File: config.mk
export PLATFORM = sky130hd
export DESIGN_NAME = seg_scan_ctrl_flat
export DESIGN_NICKNAME = d
export VERILOG_FILES = /design/src/rtl/seg_pkg.sv /design/src/rtl/seg_scan_ctrl_if.sv /design/src/rtl/seg_hex_decode.sv /design/src/rtl/seg_scan_ctrl.sv /design/src/flat_wrapper.sv
export SDC_FILE = /design/constraint.sdc
export NUM_CORES = 1
export LEC_CHECK = 0
export ABC_AREA = 0
export CORE_MARGIN = 2
export CORE_UTILIZATION = 35
export CTS_BUF_LIST = sky130_fd_sc_hd__clkbuf_2
export CTS_CLUSTER_DIAMETER = 80
export DETAILED_ROUTE_END_ITERATION = 8
export PLACE_DENSITY_LB_ADDON = 0.08
export SLEW_MARGIN = 5
export SYNTH_ARGS = -nofsm -noshare
export SYNTH_HDL_FRONTEND = slang
export SYNTH_SLANG_ARGS = --single-unit
File: constraint.sdc
create_clock -name clk -period 5.1 [get_ports clk]
set_input_delay 0.765 -clock clk [delete_from_list [all_inputs] [get_ports clk]]
set_output_delay 0.765 -clock clk [all_outputs]
set_load 0.05 [all_outputs]
File: src/rtl/seg_pkg.sv
// Shared types and constants for the 7-segment display path.
package seg_pkg;

  // Scan FSM: all-off gap between digits, then one digit lit.
  typedef enum logic {
    ST_BLANK,
    ST_SHOW
  } scan_state_e;

  // Glyphs, active-high, bit0=a .. bit6=g.
  localparam logic [6:0] SEG_0 = 7'h3F;
  localparam logic [6:0] SEG_1 = 7'h06;
  localparam logic [6:0] SEG_2 = 7'h5B;
  localparam logic [6:0] SEG_3 = 7'h4F;
  localparam logic [6:0] SEG_4 = 7'h66;
  localparam logic [6:0] SEG_5 = 7'h6D;
  localparam logic [6:0] SEG_6 = 7'h7D;
  localparam logic [6:0] SEG_7 = 7'h07;
  localparam logic [6:0] SEG_8 = 7'h7F;
  localparam logic [6:0] SEG_9 = 7'h6F;
  localparam logic [6:0] SEG_A = 7'h77;
  localparam logic [6:0] SEG_B = 7'h7C;
  localparam logic [6:0] SEG_C = 7'h39;
  localparam logic [6:0] SEG_D = 7'h5E;
  localparam logic [6:0] SEG_E = 7'h79;
  localparam logic [6:0] SEG_F = 7'h71;

  // Width of a digit index for a given digit count (never below 1 bit).
  function automatic int idx_width(input int num_digits);
    return (num_digits > 1) ? $clog2(num_digits) : 1;
  endfunction

endpackage

File: src/rtl/seg_scan_ctrl_if.sv
// Shadow-bank write / commit bus into the display scheduler.
interface seg_scan_ctrl_if
  import seg_pkg::*;
#(
  parameter int NUM_DIGITS = 4
);
  localparam int IDX_W = idx_width(NUM_DIGITS);

  logic             wr_en;
  logic [IDX_W-1:0] wr_addr;
  logic [3:0]       wr_data;
  logic             commit;

  modport master (output wr_en, output wr_addr, output wr_data, output commit);
  modport slave  (input  wr_en, input  wr_addr, input  wr_data, input  commit);
endinterface

File: src/rtl/seg_hex_decode.sv
// Combinational hex nibble to 7-segment glyph decoder.
module seg_hex_decode
  import seg_pkg::*;
(
  input  logic [3:0] nibble,
  output logic [6:0] seg
);

  // Glyph lookup; full case so no storage is implied.
  always_comb begin
    case (nibble)
      4'h0:    seg = SEG_0;
      4'h1:    seg = SEG_1;
      4'h2:    seg = SEG_2;
      4'h3:    seg = SEG_3;
      4'h4:    seg = SEG_4;
      4'h5:    seg = SEG_5;
      4'h6:    seg = SEG_6;
      4'h7:    seg = SEG_7;
      4'h8:    seg = SEG_8;
      4'h9:    seg = SEG_9;
      4'hA:    seg = SEG_A;
      4'hB:    seg = SEG_B;
      4'hC:    seg = SEG_C;
      4'hD:    seg = SEG_D;
      4'hE:    seg = SEG_E;
      default: seg = SEG_F;
    endcase
  end

endmodule

File: src/rtl/seg_scan_ctrl.sv
// Multiplexed 7-segment scheduler: blank gap + lit slot per digit, with a
// shadow digit bank copied into the displayed bank only at frame boundaries.
module seg_scan_ctrl
  import seg_pkg::*;
#(
  parameter int NUM_DIGITS   = 4,
  parameter int PRESCALE     = 1000,
  parameter int BLANK_CYCLES = 16
) (
  input  logic                  clk,
  input  logic                  rst_n,
  input  logic                  ena,
  seg_scan_ctrl_if.slave        wr_bus,
  output logic [6:0]            seg_out,
  output logic [NUM_DIGITS-1:0] dig_en,
  output logic                  frame_tick,
  output logic                  commit_done
);

  localparam int IDX_W   = idx_width(NUM_DIGITS);
  localparam int CNT_MAX = (PRESCALE > BLANK_CYCLES) ? PRESCALE : BLANK_CYCLES;
  localparam int CNT_W   = $clog2(CNT_MAX + 1);

  localparam logic [CNT_W-1:0] BLANK_LAST = CNT_W'(BLANK_CYCLES - 1);
  localparam logic [CNT_W-1:0] SHOW_LAST  = CNT_W'(PRESCALE - 1);
  localparam logic [IDX_W-1:0] IDX_LAST   = IDX_W'(NUM_DIGITS - 1);

  scan_state_e           state_q, state_d;
  logic [CNT_W-1:0]      cnt_q, cnt_d;
  logic [IDX_W-1:0]      idx_q, idx_d;
  logic                  pending_q, pending_d;
  logic [3:0]            shadow_q [NUM_DIGITS];
  logic [3:0]            shadow_d [NUM_DIGITS];
  logic [3:0]            active_q [NUM_DIGITS];
  logic [3:0]            active_d [NUM_DIGITS];
  logic [6:0]            seg_q, seg_d;
  logic [NUM_DIGITS-1:0] dig_en_q, dig_en_d;
  logic                  frame_tick_q, frame_tick_d;
  logic                  commit_done_q, commit_done_d;

  logic                  boundary;
  logic [6:0]            lit_seg;

  seg_hex_decode u_decode (
    .nibble (active_q[idx_q]),
    .seg    (lit_seg)
  );

  // Next-state logic: scan sequencing, commit tracking, banks and outputs.
  always_comb begin
    // NOTE: every signal gets a default first so no path leaves it unassigned,
    // which would otherwise infer a latch.
    state_d  = state_q;
    cnt_d    = cnt_q;
    idx_d    = idx_q;
    boundary = 1'b0;

    if (ena) begin
      case (state_q)
        ST_BLANK: begin
          if (cnt_q == BLANK_LAST) begin
            state_d = ST_SHOW;
            cnt_d   = '0;
          end else begin
            cnt_d = cnt_q + CNT_W'(1);
          end
        end
        default: begin
          if (cnt_q == SHOW_LAST) begin
            state_d = ST_BLANK;
            cnt_d   = '0;
            if (idx_q == IDX_LAST) begin
              idx_d    = '0;
              boundary = 1'b1;
            end else begin
              idx_d = idx_q + IDX_W'(1);
            end
          end else begin
            cnt_d = cnt_q + CNT_W'(1);
          end
        end
      endcase
    end

    // A commit landing on the boundary cycle re-arms for the next frame.
    if (wr_bus.commit)  pending_d = 1'b1;
    else if (boundary)  pending_d = 1'b0;
    else                pending_d = pending_q;

    // Copy reads the registered shadow, so a same-cycle write is not taken.
    active_d = active_q;
    if (boundary && pending_q) active_d = shadow_q;

    shadow_d = shadow_q;
    if (wr_bus.wr_en && (32'(wr_bus.wr_addr) < NUM_DIGITS))
      shadow_d[wr_bus.wr_addr] = wr_bus.wr_data;

    seg_d         = '0;
    dig_en_d      = '0;
    if (ena && state_q == ST_SHOW) begin
      seg_d    = lit_seg;
      dig_en_d = NUM_DIGITS'(1) << idx_q;
    end
    frame_tick_d  = boundary;
    commit_done_d = boundary && pending_q;
  end

  // State and output registers with synchronous active-low reset.
  always_ff @(posedge clk) begin
    if (!rst_n) begin
      state_q       <= ST_BLANK;
      cnt_q         <= '0;
      idx_q         <= '0;
      pending_q     <= 1'b0;
      seg_q         <= '0;
      dig_en_q      <= '0;
      frame_tick_q  <= 1'b0;
      commit_done_q <= 1'b0;
      // NOTE: both digit banks are cleared on reset so a restarted display
      // shows zeros rather than stale digits; they are small flop arrays.
      for (int i = 0; i < NUM_DIGITS; i++) begin
        shadow_q[i] <= '0;
        active_q[i] <= '0;
      end
    end else begin
      // NOTE: non-blocking assignments so every flop samples pre-edge values.
      state_q       <= state_d;
      cnt_q         <= cnt_d;
      idx_q         <= idx_d;
      pending_q     <= pending_d;
      seg_q         <= seg_d;
      dig_en_q      <= dig_en_d;
      frame_tick_q  <= frame_tick_d;
      commit_done_q <= commit_done_d;
      shadow_q      <= shadow_d;
      active_q      <= active_d;
    end
  end

  assign seg_out     = seg_q;
  assign dig_en      = dig_en_q;
  assign frame_tick  = frame_tick_q;
  assign commit_done = commit_done_q;

endmodule

File: src/flat_wrapper.sv
// flat-port wrapper written by rule: the top's interface ports become plain ports
module seg_scan_ctrl_flat import seg_pkg::*;
#(
  parameter int NUM_DIGITS   = 4,
  parameter int PRESCALE     = 1000,
  parameter int BLANK_CYCLES = 16
)
  (clk, rst_n, ena, seg_out, dig_en, frame_tick, commit_done, wr_bus_wr_en, wr_bus_wr_addr, wr_bus_wr_data, wr_bus_commit);
  seg_scan_ctrl_if #(.NUM_DIGITS(NUM_DIGITS)) wr_bus_i ();
  input  logic clk;
  input  logic rst_n;
  input  logic ena;
  output logic [6:0] seg_out;
  output logic [NUM_DIGITS-1:0] dig_en;
  output logic frame_tick;
  output logic commit_done;
  input wire logic [$bits(wr_bus_i.wr_en)-1:0] wr_bus_wr_en;
  input wire logic [$bits(wr_bus_i.wr_addr)-1:0] wr_bus_wr_addr;
  input wire logic [$bits(wr_bus_i.wr_data)-1:0] wr_bus_wr_data;
  input wire logic [$bits(wr_bus_i.commit)-1:0] wr_bus_commit;
  assign wr_bus_i.wr_en = wr_bus_wr_en;
  assign wr_bus_i.wr_addr = wr_bus_wr_addr;
  assign wr_bus_i.wr_data = wr_bus_wr_data;
  assign wr_bus_i.commit = wr_bus_commit;
  seg_scan_ctrl #(.NUM_DIGITS(NUM_DIGITS), .PRESCALE(PRESCALE), .BLANK_CYCLES(BLANK_CYCLES)) u_core (.clk(clk), .rst_n(rst_n), .ena(ena), .wr_bus(wr_bus_i), .seg_out(seg_out), .dig_en(dig_en), .frame_tick(frame_tick), .commit_done(commit_done));
endmodule
# --- Yosys cells after proc, flatten, opt, wreduce, memory -nomap -nowiden ---
# Memory sizes are Yosys's and may differ from the RTL's. A register that Yosys moved wholly into a read port is not among the register bits.
# Cells that the tools add are included.
word_totals:
  wordCells: 53
  mem_count: 1
  rom_bits: 112
  ff_bits: 52
  inputBits: 11
  out_inout_bits: 13
mem_list:
  columns: ["name", "words", "width", "rd", "rd_ports_with_merged_regs", "wr", "line_no", "source"]
  rows:
  - ["(name not given)", 16, 7, 1, 1, 0, "seg_hex_decode.sv:11", "case (nibble)"]
op_classes:
  add_sub_neg: 2
  eq_ne: 3
  shift: 1
  order_cmp: 3
  muxes: 19
  n_reduce_logical: 7
  bitwise: 2
ops:
  columns: ["op", "count"]
  rows:
  - ["$mux 10", 3]
  - ["$bwmux 16", 1]
  - ["$mux 4", 3]
  - ["$add 10x1->10 const B", 1]
  - ["$eq 10x10->1 const B", 1]
  - ["$eq 10x4->1 const B", 1]
  - ["$mux 1", 9]
  - ["$bmux 4 s2", 1]
  - ["$demux 4 s2", 1]
  - ["$ge 3x3->1 const B", 2]
  - ["$not 2->3", 2]
  - ["$shl 1x2->4 const A", 1]
  - ["$logic_and 1x1->1", 3]
  - ["$lt 3x1->1 const B", 1]
  - ["$reduce_and 3->1", 1]
  - ["$add 2x1->2 const B", 1]
  - ["$eq 2x2->1 const B", 1]
  - ["$mux 2", 1]
  - ["$reduce_and 2->1", 1]
  - ["$reduce_bool 2->1", 1]
  - ["$logic_not 1->1", 1]

# --- Logic depth before layout (Yosys ltp) ---
# Gate-level depths: netlist of run 1.
logic_depth:
  depth_word: 7
  mapped_depth: 7
  depth_no_buf: 6

# --- Cells and area by module ---
# From an unflattened synthesis of run 1, not the netlist that was laid out.
unflattened:
  cells_unflattened: 273
  area_unflattened_um2: 2790.2
by_module_without_submodules:
  columns: ["mod", "area_each_um2", "seq_area_each_um2", "n_inst", "cells_each"]
  rows:
  - ["seg_scan_ctrl", 2496.1, 1181.1, 1, 240]
  - ["seg_hex_decode", 294.0, 0.0, 1, 33]

# --- Worst setup path before layout of run 1 ---
# No wires, ideal clock.
synth_timing:
  kind: "input to register"
  from: "in ena"
  to: "reg u_core.active_q[0] (netlist bit)"
  stages: 6
  arrival_ns: 1.969
  n_path_buf: 2
  path_slack_ns: 3.015
  setup_time_ns: 0.116
  t_required_ns: 4.984
  cell_sequence: "buf_6 nand3_1 nor4_4 buf_8 mux2i_1 nor2b_1"
synth_between:
  elab_chain_len: 2
synth_lines:
  columns: ["element", "line_no", "source"]
  rows:
  - ["from (decl)", "flat_wrapper.sv:12", "input logic ena;"]
  - ["$mux 1", "seg_scan_ctrl.sv:58", "if (ena) begin"]
  - ["$logic_and 1x1->1", "seg_scan_ctrl.sv:92", "if (boundary && pending_q) active_d = shadow_q;"]
  - ["to (signal assigned)", "seg_scan_ctrl.sv:136", "active_q <= active_d;"]
  - ["to (decl)", "seg_scan_ctrl.sv:34", "logic [3:0] active_q [NUM_DIGITS];"]
# Every way passes these cells.
# A chain may end at the register's enable or synchronous reset.

# --- Worst setup path in the final report of run 1 ---
layout_timing:
  from: "reg u_core.dig_en_q[0], in the netlist u_core.dig_en[0]"
  to: "out dig_en[0]"
layout_rtl:
  columns: ["element", "line_no", "source"]
  rows:
  - ["from (decl)", "seg_scan_ctrl.sv:37", "logic [NUM_DIGITS-1:0] dig_en_q, dig_en_d;"]
  - ["from (signal assigned)", "seg_scan_ctrl.sv:132", "dig_en_q <= dig_en_d;"]
  - ["to (decl)", "flat_wrapper.sv:14", "output logic [NUM_DIGITS-1:0] dig_en;"]
# No word-level cell between the ends.

==> results.py, run 1 <==
metrics = {
    "sta": {
        "totalNegativeSetupSlack_ns": 0,
        "relSlewSlack": 0.413,
        "worst_slew_pin_slew_ns": 0.878,
        "hold_viol": 0,
        "final.hold.worst_slack_ns": 0.520,
        "finalWorstPathRequiredPeriod_ns": 2.39,
        "clock-skew-final_ns": 0.0210,
        "fmaxAchievable_mhz": 418,
        "setup-violations-final": 0,
        "final_max_slew_viol_count": 0,
        "unrepaired_setup_endpoints_after_global_routing": "no",
        "final.period_utilization": 0.469,
    },
    "global_route": {
        "maximum_number_of_pins_on_one_net_before_global_route_repair": 41,
        "grt_util_met2": 0.184,
        "first_global_vias": 1602,
        "gr-usage-all-layers": 0.122,
        "grt.overflow.total": 0,
        "top_usage_layer": "met2",
        "groute.layer.met3.usage": 0.0411,
        "globalRouteMet1Util": 0.156,
        "first_pass_grt_wire_length_mm": 7.77,
        "antenna_found_initial": 0,
    },
    "clocking": {
        "cts_max_level": 3,
        "ctsHoldBuffers": 0,
        "post_cts.repair.setup_buffers": 0,
        "worstSkewPairLatency_ns": 0.49,
        "cts_made_buffers": 9,
        "cts.reportedPaths.clkPinSlew_ns": 0.17,
        "clock_tree_buffer_depth": 2,
        "cts_root_buf": "sky130_fd_sc_hd__clkbuf_2",
        "cts.repair.resized": 0,
        "cts_tree": "done",
        "number_of_clock_sinks_seen_by_cts": 59,
    },
    "pwr": {
        "total_leakage_power_nw": 1.08,
        "internal_power_mw": 0.596,
        "ir_worst_vdd_uv": 99.4,
        "switching_power_mw": 0.190,
        "power_mw": 0.786,
        "seq_power_share": 0.601,
        "switching_share": 0.242,
        "power_frac_clock": 0.353,
        "fraction_of_power_consumed_by_combinational_cells": 0.046,
        "power.density_cell_area_nw_per_um2": 264,
    },
    "setup_path": {
        "critical_path_class": "flop to output port",
        "critical_path.slowest_cell": "sky130_fd_sc_hd__clkdlybuf4s50_1",
        "cp_num_buf_inv": 1,
        "worstReg2RegEnd": "u_core.seg_out[6]$_SDFF_PN0_",
        "worst_setup_path_end_kind": "output port",
        "crit_path_cell_trace": "clkdlybuf4s50_1",
        "number_of_cells_traversed_by_the_worst_register_to_register_path": 5,
        "timing.critical_path.max_delay_family": "buffers and inverters",
        "crit_path_max_fanout": 1,
        "regToRegStartpoint": "u_core.idx_q[0]$_SDFFE_PN0P_",
        "setup.reg_to_reg.worst_slack_ns": 2.95,
        "cp.required_ns": 4.34,
        "critical_path_max_stage_delay_ns": 0.79,
        "timing.critical_path.from_type": "flop",
        "worstPathArrival_ns": 1.63,
    },
    "flow_run": {
        "maxCapViolCount": 0,
    },
    "floorplan": {
        "die_area_um2": 8050,
        "fp-row-count": 31,
        "fp.dieW_um": 89.7,
        "io_pins": 24,
        "die_height_um": 89.7,
        "core_area_um2": 7180,
        "initial_core_util": 0.358,
    },
    "routing": {
        "route.vias.total": 1676,
        "detail_route.first_pass.iterations": 4,
        "post_drt_via_cell_ratio": 4.54,
        "final_antenna_net_count": 0,
        "totalWireLength_mm": 4.65,
        "post-route-drc-count": 0,
        "dr_iter_0_viols": 43,
        "routedWlPerCell_um": 12.6,
    },
    "synthesis": {
        "synth_xor_area_frac": 0.0307,
        "synth.ff_latch_count": 59,
        "yosys-top-cells-area": "sky130_fd_sc_hd__dfxtp_1 (46%), sky130_fd_sc_hd__mux2i_1 (14%), sky130_fd_sc_hd__nor2b_1 (8.8%)",
        "synth_area_leader_cell": "sky130_fd_sc_hd__dfxtp_1",
        "synthesized_area_fraction_occupied_by_ao_oa_aoi_and_oai_cells": 0.0535,
        "synth_fp_nets": 259,
        "synth.avg_cell_area_um2": 10.8,
        "area_of_the_mapped_netlist_um2": 2570,
        "synth_most_common_cell": "sky130_fd_sc_hd__dfxtp_1",
        "synth.yosys.warnings": 0,
        "synth_mux_area_frac": 0.175,
        "synthSimpleGateAreaFrac": 0.206,
        "post_synth_num_cell_types": 37,
        "ys_seq_area_frac": 0.459,
        "synth_top_cell_area_share": 0.459,
        "ys_dominant_reg_cell": "sky130_fd_sc_hd__dfxtp_1",
        "synth_adder_area_share": 0.0438,
        "synth.top_cells.by_count": "sky130_fd_sc_hd__dfxtp_1 (59), sky130_fd_sc_hd__mux2i_1 (36), sky130_fd_sc_hd__nor2b_1 (36)",
        "ys_async_sr_fraction": 0,
        "synth-edff-count": 0,
        "netlist_instances": 239,
        "combinational_family_with_the_most_area_after_synthesis": "simple AND/OR/NAND/NOR gates",
    },
    "layout": {
        "finish.instance_area_um2": 2980,
        "layout-drive-gt1-share": 0.0963,
        "n_antenna_cell": 0,
        "layout.cells.non_filler": 369,
        "nets": 285,
        "area_growth_syn_to_layout_pct": 16.0,
    },
    "hold_path": {
        "hold_depth": 1,
        "timing.hold.worst_endpoint": "u_core.commit_done$_SDFF_PN0_",
        "hold_path.startpoint": "u_core.pending_q$_SDFFE_PN0P_",
        "min_path_type": "flop to flop",
    },
    "placement": {
        "finalWeightedCongestion": 0.789,
        "dp_cells": 353,
        "post-dp-hpwl_mm": 3.20,
        "placed_area_um2": 2880,
        "port-buffer-count": 23,
    },
    "run_status": {
        "run_status": "finished clean",
    },
}
-- power by group through the flow --
stage	Sequential (mW)	Clock, mW	Combinational [mW]
floorplan	0.481	0	0.0233
global placement	0.482	0	0.0369
detailed placement	0.482	0	0.0369
CTS	0.473	0.293	0.0370
global route	0.474	0.303	0.0401
finish	0.473	0.277	0.0362
-- sequential cells by signal, summed over array words and instances, names as in the netlist --
register and flops:
u_core.seg_out 7, u_core.shadow_q 16, u_core.commit_done 1, u_core.state_q 1, u_core.pending_q 1, u_core.frame_tick 1
u_core.active_q 16, u_core.cnt_q 10, u_core.dig_en 4, u_core.idx_q 2
-- worst max-delay path by stage --
| stage | cells after the start | slack [ns] | startpoint | end |
|---|---|---|---|---|
| 5_1_grt | 1 | 2.62 | u_core.seg_out[2]$_SDFF_PN0_ | seg_out[2] |
| 6_report | 1 | 2.71 | u_core.dig_en[0]$_SDFF_PP0_ | dig_en[0] |
| 3_3_place_gp | 4 | 2.45 | ena | u_core.cnt_q[5]$_SDFFE_PN0P_ |
| 3_5_place_dp | 5 | 2.41 | ena | u_core.pending_q$_SDFFE_PN0P_ |
| 2_1_floorplan | 6 | 3.01 | ena | u_core.active_q[0]$_SDFFE_PN0P_ |
| 4_1_cts | 1 | 2.66 | u_core.dig_en[0]$_SDFF_PP0_ | dig_en[0] |
-- routing by layer --
layer  up-vias  wire (µm)
li1        887          -
met5         -          0
met4         0         96
met2        33       1950
met3         7        178
met1       749       2430
-- cells by family after synthesis --
group / count (synthesis)
AOI/OAI and AO/OA: 17
muxes: 40
DFF: 59
adders and majority gates: 9
buffers and inverters: 15
and+or+nand+nor: 90
xor gates and xnor gates: 9
-- through the flow --
step	utilization	setup slack, ns
2_1_floorplan	-	3.01
3_3_place_gp	0.401	2.45
3_5_place_dp	0.401	2.41
4_1_cts	0.416	2.66
5_1_grt	0.416	2.62
6_report	0.416	2.71
-- cell type report --
cell class | count | area (µm²)
clock buffers | 9 | 45.0
fillers | 727 | 4190
clock inverters | 7 | 58.8
inverters | 5 | 18.8
repair buffers | 25 | 245
multi-input cells | 165 | 1310
well taps | 99 | 124
flip-flops and latches | 59 | 1180
-- placed cells by master (no fill, tap or decap) --
| master | synthesis | routed |
|---|---|---|
| sky130_fd_sc_hd__o21ai_0 | 2 | 2 |
| sky130_fd_sc_hd__a22oi_1 | 1 | 1 |
| sky130_fd_sc_hd__xor2_1 | 3 | 3 |
| sky130_fd_sc_hd__o2111ai_1 | 1 | 1 |
| sky130_fd_sc_hd__nand3b_1 | 2 | 2 |
| sky130_fd_sc_hd__nor3b_1 | 4 | 4 |
| sky130_fd_sc_hd__inv_1 | 5 | 5 |
| sky130_fd_sc_hd__nand3_1 | 3 | 3 |
| sky130_fd_sc_hd__buf_4 | 1 | 2 |
| sky130_fd_sc_hd__clkbuf_2 | 0 | 9 |
| sky130_fd_sc_hd__nor4_4 | 1 | 1 |
| sky130_fd_sc_hd__mux4_2 | 4 | 4 |
| sky130_fd_sc_hd__xnor2_1 | 6 | 6 |
| sky130_fd_sc_hd__a21oi_1 | 2 | 2 |
| sky130_fd_sc_hd__and2_1 | 2 | 2 |
| sky130_fd_sc_hd__a221oi_1 | 5 | 5 |
| sky130_fd_sc_hd__nand4bb_4 | 1 | 1 |
| sky130_fd_sc_hd__clkinv_2 | 0 | 5 |
| sky130_fd_sc_hd__and3_1 | 3 | 3 |
| sky130_fd_sc_hd__nor2_1 | 19 | 19 |
| sky130_fd_sc_hd__bufinv_16 | 0 | 1 |
| sky130_fd_sc_hd__o41ai_1 | 1 | 1 |
| sky130_fd_sc_hd__or3_2 | 1 | 1 |
| sky130_fd_sc_hd__nand2_1 | 8 | 8 |
| sky130_fd_sc_hd__a21boi_0 | 1 | 1 |
| sky130_fd_sc_hd__clkdlybuf4s50_1 | 0 | 23 |
| sky130_fd_sc_hd__nand4_1 | 3 | 3 |
| sky130_fd_sc_hd__o311ai_2 | 1 | 1 |
| sky130_fd_sc_hd__o21a_1 | 1 | 1 |
| sky130_fd_sc_hd__mux2i_1 | 36 | 36 |
| sky130_fd_sc_hd__dfxtp_1 | 59 | 59 |
| sky130_fd_sc_hd__clkinv_1 | 0 | 1 |
| sky130_fd_sc_hd__o21ba_2 | 1 | 1 |
| sky130_fd_sc_hd__nor3_1 | 6 | 6 |
| sky130_fd_sc_hd__o31ai_1 | 1 | 1 |
| sky130_fd_sc_hd__ha_1 | 9 | 9 |
| sky130_fd_sc_hd__nor4_1 | 1 | 1 |
| sky130_fd_sc_hd__nor2b_1 | 36 | 36 |
Note: power is estimated with default switching activity, not from simulation.
==> run 2: changes to the inputs <==
- clock period: 5.1 -> 1.9 ns (I/O delays scaled with it)
==> run 2 against run 1 <==
Compared with the run above:
- combinational power rose to 2.9 times the previous value
- wire length rose by 12%
- final area rose by 6.2%
- hold slack got worse by 0.088 ns
- count of clock-buffer cells in the layout did not move
- critical path depth rose by 5
- non-clock buffer count rose by 17
- core utilization rose by 2.6 points
- first-iteration DRC count rose by 37%
- power rose to 2.7 times the previous value
- clock power rose to 2.8 times the previous value
- critical endpoint is now u_core.seg_out[0]$_SDFF_PN0_
- largest cell class unchanged
- largest power group unchanged
==> results.py, run 2 (synthesized netlist as in run 1, its figures left out) <==
metrics = {
    "run_status": {
        "run_status": "finished clean",
    },
    "setup_path": {
        "critical_path_class": "flop to flop",
        "timing.critical_path.from_type": "flop",
        "regToRegStartpoint": "u_core.idx_q[0]$_SDFFE_PN0P_",
        "path_common_cell": "sky130_fd_sc_hd__buf_4",
        "cp.required_ns": 2.27,
        "critical_path_max_stage_delay_ns": 0.58,
        "crit_path_cell_trace": "buf_4 -> mux4_2 -> buf_4 -> nor2b_1 -> a22oi_1 -> o41ai_1",
        "critical_path.slowest_cell": "sky130_fd_sc_hd__mux4_2",
        "setup.worst_path.start": "u_core.idx_q[0]$_SDFFE_PN0P_",
        "worstPathArrival_ns": 2.15,
        "worst_setup_path_end_kind": "flop",
        "crit_path_max_fanout": 6,
    },
    "placement": {
        "post-dp-hpwl_mm": 3.44,
        "placed_area_um2": 3000,
        "dp_cells": 367,
        "finalWeightedCongestion": 0.704,
        "port-buffer-count": 23,
    },
    "global_route": {
        "first_pass_grt_wire_length_mm": 8.42,
        "maximum_number_of_pins_on_one_net_before_global_route_repair": 35,
        "antenna_found_initial": 0,
        "grt.overflow.total": 0,
        "first_global_vias": 1692,
        "gr-usage-all-layers": 0.129,
    },
    "routing": {
        "totalWireLength_mm": 5.19,
        "routedWlPerCell_um": 13.4,
        "route.vias.total": 1791,
        "final_antenna_net_count": 0,
        "detail_route.first_pass.iterations": 4,
        "post_drt_via_cell_ratio": 4.63,
        "dr_iter_0_viols": 59,
        "post-route-drc-count": 0,
    },
    "layout": {
        "most_common_library_cell_in_the_layout_ignoring_fill_and_taps": "sky130_fd_sc_hd__dfxtp_1",
        "reg_top3": "u_core.active_q x16, u_core.shadow_q x16, u_core.cnt_q x10",
        "layout.cells.non_filler": 387,
        "layout_filler_cell_count": 703,
        "n_antenna_cell": 0,
        "ff_latch_area_um2": 1190,
        "layout.cells.most_common_list": "sky130_fd_sc_hd__dfxtp_1 (56), sky130_fd_sc_hd__mux2i_1 (36), sky130_fd_sc_hd__nor2b_1 (36)",
        "finish.instance_area_um2": 3170,
        "layout-drive-gt1-share": 0.160,
        "area_growth_syn_to_layout_pct": 23.1,
        "multiInputGateArea_um2": 1340,
        "nets": 303,
    },
    "clocking": {
        "clock_tree_buffer_depth": 2,
        "cts.reportedPaths.clkPinSlew_ns": 0.16,
        "cts_max_level": 3,
        "worstSkewPairLatency_ns": 0.48,
        "cts_root_buf": "sky130_fd_sc_hd__clkbuf_2",
        "ctsHoldBuffers": 0,
        "number_of_clock_sinks_seen_by_cts": 59,
        "cts_made_buffers": 9,
        "cts_tree": "done",
    },
    "hold_path": {
        "min_path_type": "input port to flop",
        "hold_path.startpoint": "wr_bus_commit",
    },
    "sta": {
        "fmaxAchievable_mhz": 561,
        "unrepaired_setup_endpoints_after_global_routing": "no",
        "setup-violations-final": 0,
        "worst_slew_pin_slew_ns": 0.494,
        "relSlewSlack": 0.672,
        "hold_viol": 0,
        "clock-skew-final_ns": 0.0203,
        "final.period_utilization": 0.938,
        "final_max_slew_viol_count": 0,
        "finalWorstPathRequiredPeriod_ns": 1.78,
    },
    "floorplan": {
        "die_height_um": 89.7,
        "fp.dieW_um": 89.7,
        "core_area_um2": 7180,
        "fp-row-count": 31,
        "initial_core_util": 0.358,
        "io_pins": 24,
        "die_area_um2": 8050,
    },
    "flow_run": {
        "maxCapViolCount": 0,
    },
    "pwr": {
        "total_leakage_power_nw": 1.23,
        "power.density_cell_area_nw_per_um2": 683,
        "ir_worst_vdd_uv": 337,
    },
}
-- run 2: changes by cell type in the layout (fill, tap and decap cells not counted), moves of 2 or more --
cell	before	now
sky130_fd_sc_hd__clkinvlp_4	0	3
sky130_fd_sc_hd__clkinv_2	5	0
sky130_fd_sc_hd__clkdlybuf4s50_1	23	10
sky130_fd_sc_hd__dfxtp_1	59	56
sky130_fd_sc_hd__buf_4	2	17
sky130_fd_sc_hd__dlygate4sd2_1	0	13
sky130_fd_sc_hd__dfxtp_2	0	2
-- run 2: final cells by class --
cell class	count	share of cell area
clock inverter	7	0.0217
timing repair buffer	42	0.122
sequential	59	0.375
inverter	5	0.00593
clock buffer	9	0.0142
multi-input combinational	166	0.422
tap	99	0.0391
-- run 2: worst paths after layout --
check	endpoint	slack [ns]	depth (start not counted)
worst min-delay path	u_core.pending_q$_SDFFE_PN0P_	0.43	2
worst max register to register	u_core.seg_out[0]$_SDFF_PN0_	0.12	6
worst max-delay path	u_core.seg_out[0]$_SDFF_PN0_	0.12	6
worst min register to register	u_core.commit_done$_SDFF_PN0_	0.51	1
-- run 2: report_power, final --
part           internal, mW  switching (mW)
logic                0.0596          0.0445
clock network         0.296           0.493
registers              1.26          0.0122
total                  1.61           0.550
-- run 2: layer usage --
layer | track usage | up-vias | routed length, µm
met2 | 0.191 | 38 | 2180
met1 | 0.176 | 816 | 2680
met3 | 0.0310 | 8 | 234
met5 | 0 | - | 0
met4 | 0.0654 | 0 | 95
li1 | - | 929 | -
-- run 2: repair_timing --
item | 4_1_cts | 5_1_grt
pin swaps | 0 | 1
endpoints found under the setup margin | 19 | 22
resized for setup | 14 | 4
endpoints found under the hold margin | 0 | 0
cloned | 0 | 2
buffers inserted | 0 | 2
-- run 2: critical path, delay by kind of cell, from the launching register on --
kind,cells,cell delay (ns)
muxes,1,0.58
buffers and inverters,2,0.32
AOI/OAI and AO/OA,2,0.17
and+or+nand+nor,1,0.20
DFF,1,0.42
-- run 2: metrics by stage --
stage,utilization,setup WS (ns),power [mW],hold WS [ns],TNS [ns]
6_report,0.441,0.118,2.16,0.431,0
3_5_place_dp,0.417,-0.0508,1.40,0.481,-0.739
4_1_cts,0.431,0.0429,2.20,0.393,0
3_3_place_gp,0.417,-0.0372,1.40,0.478,-0.378
2_1_floorplan,-,0.133,1.35,0.409,0
5_1_grt,0.441,0.0188,2.25,0.405,0
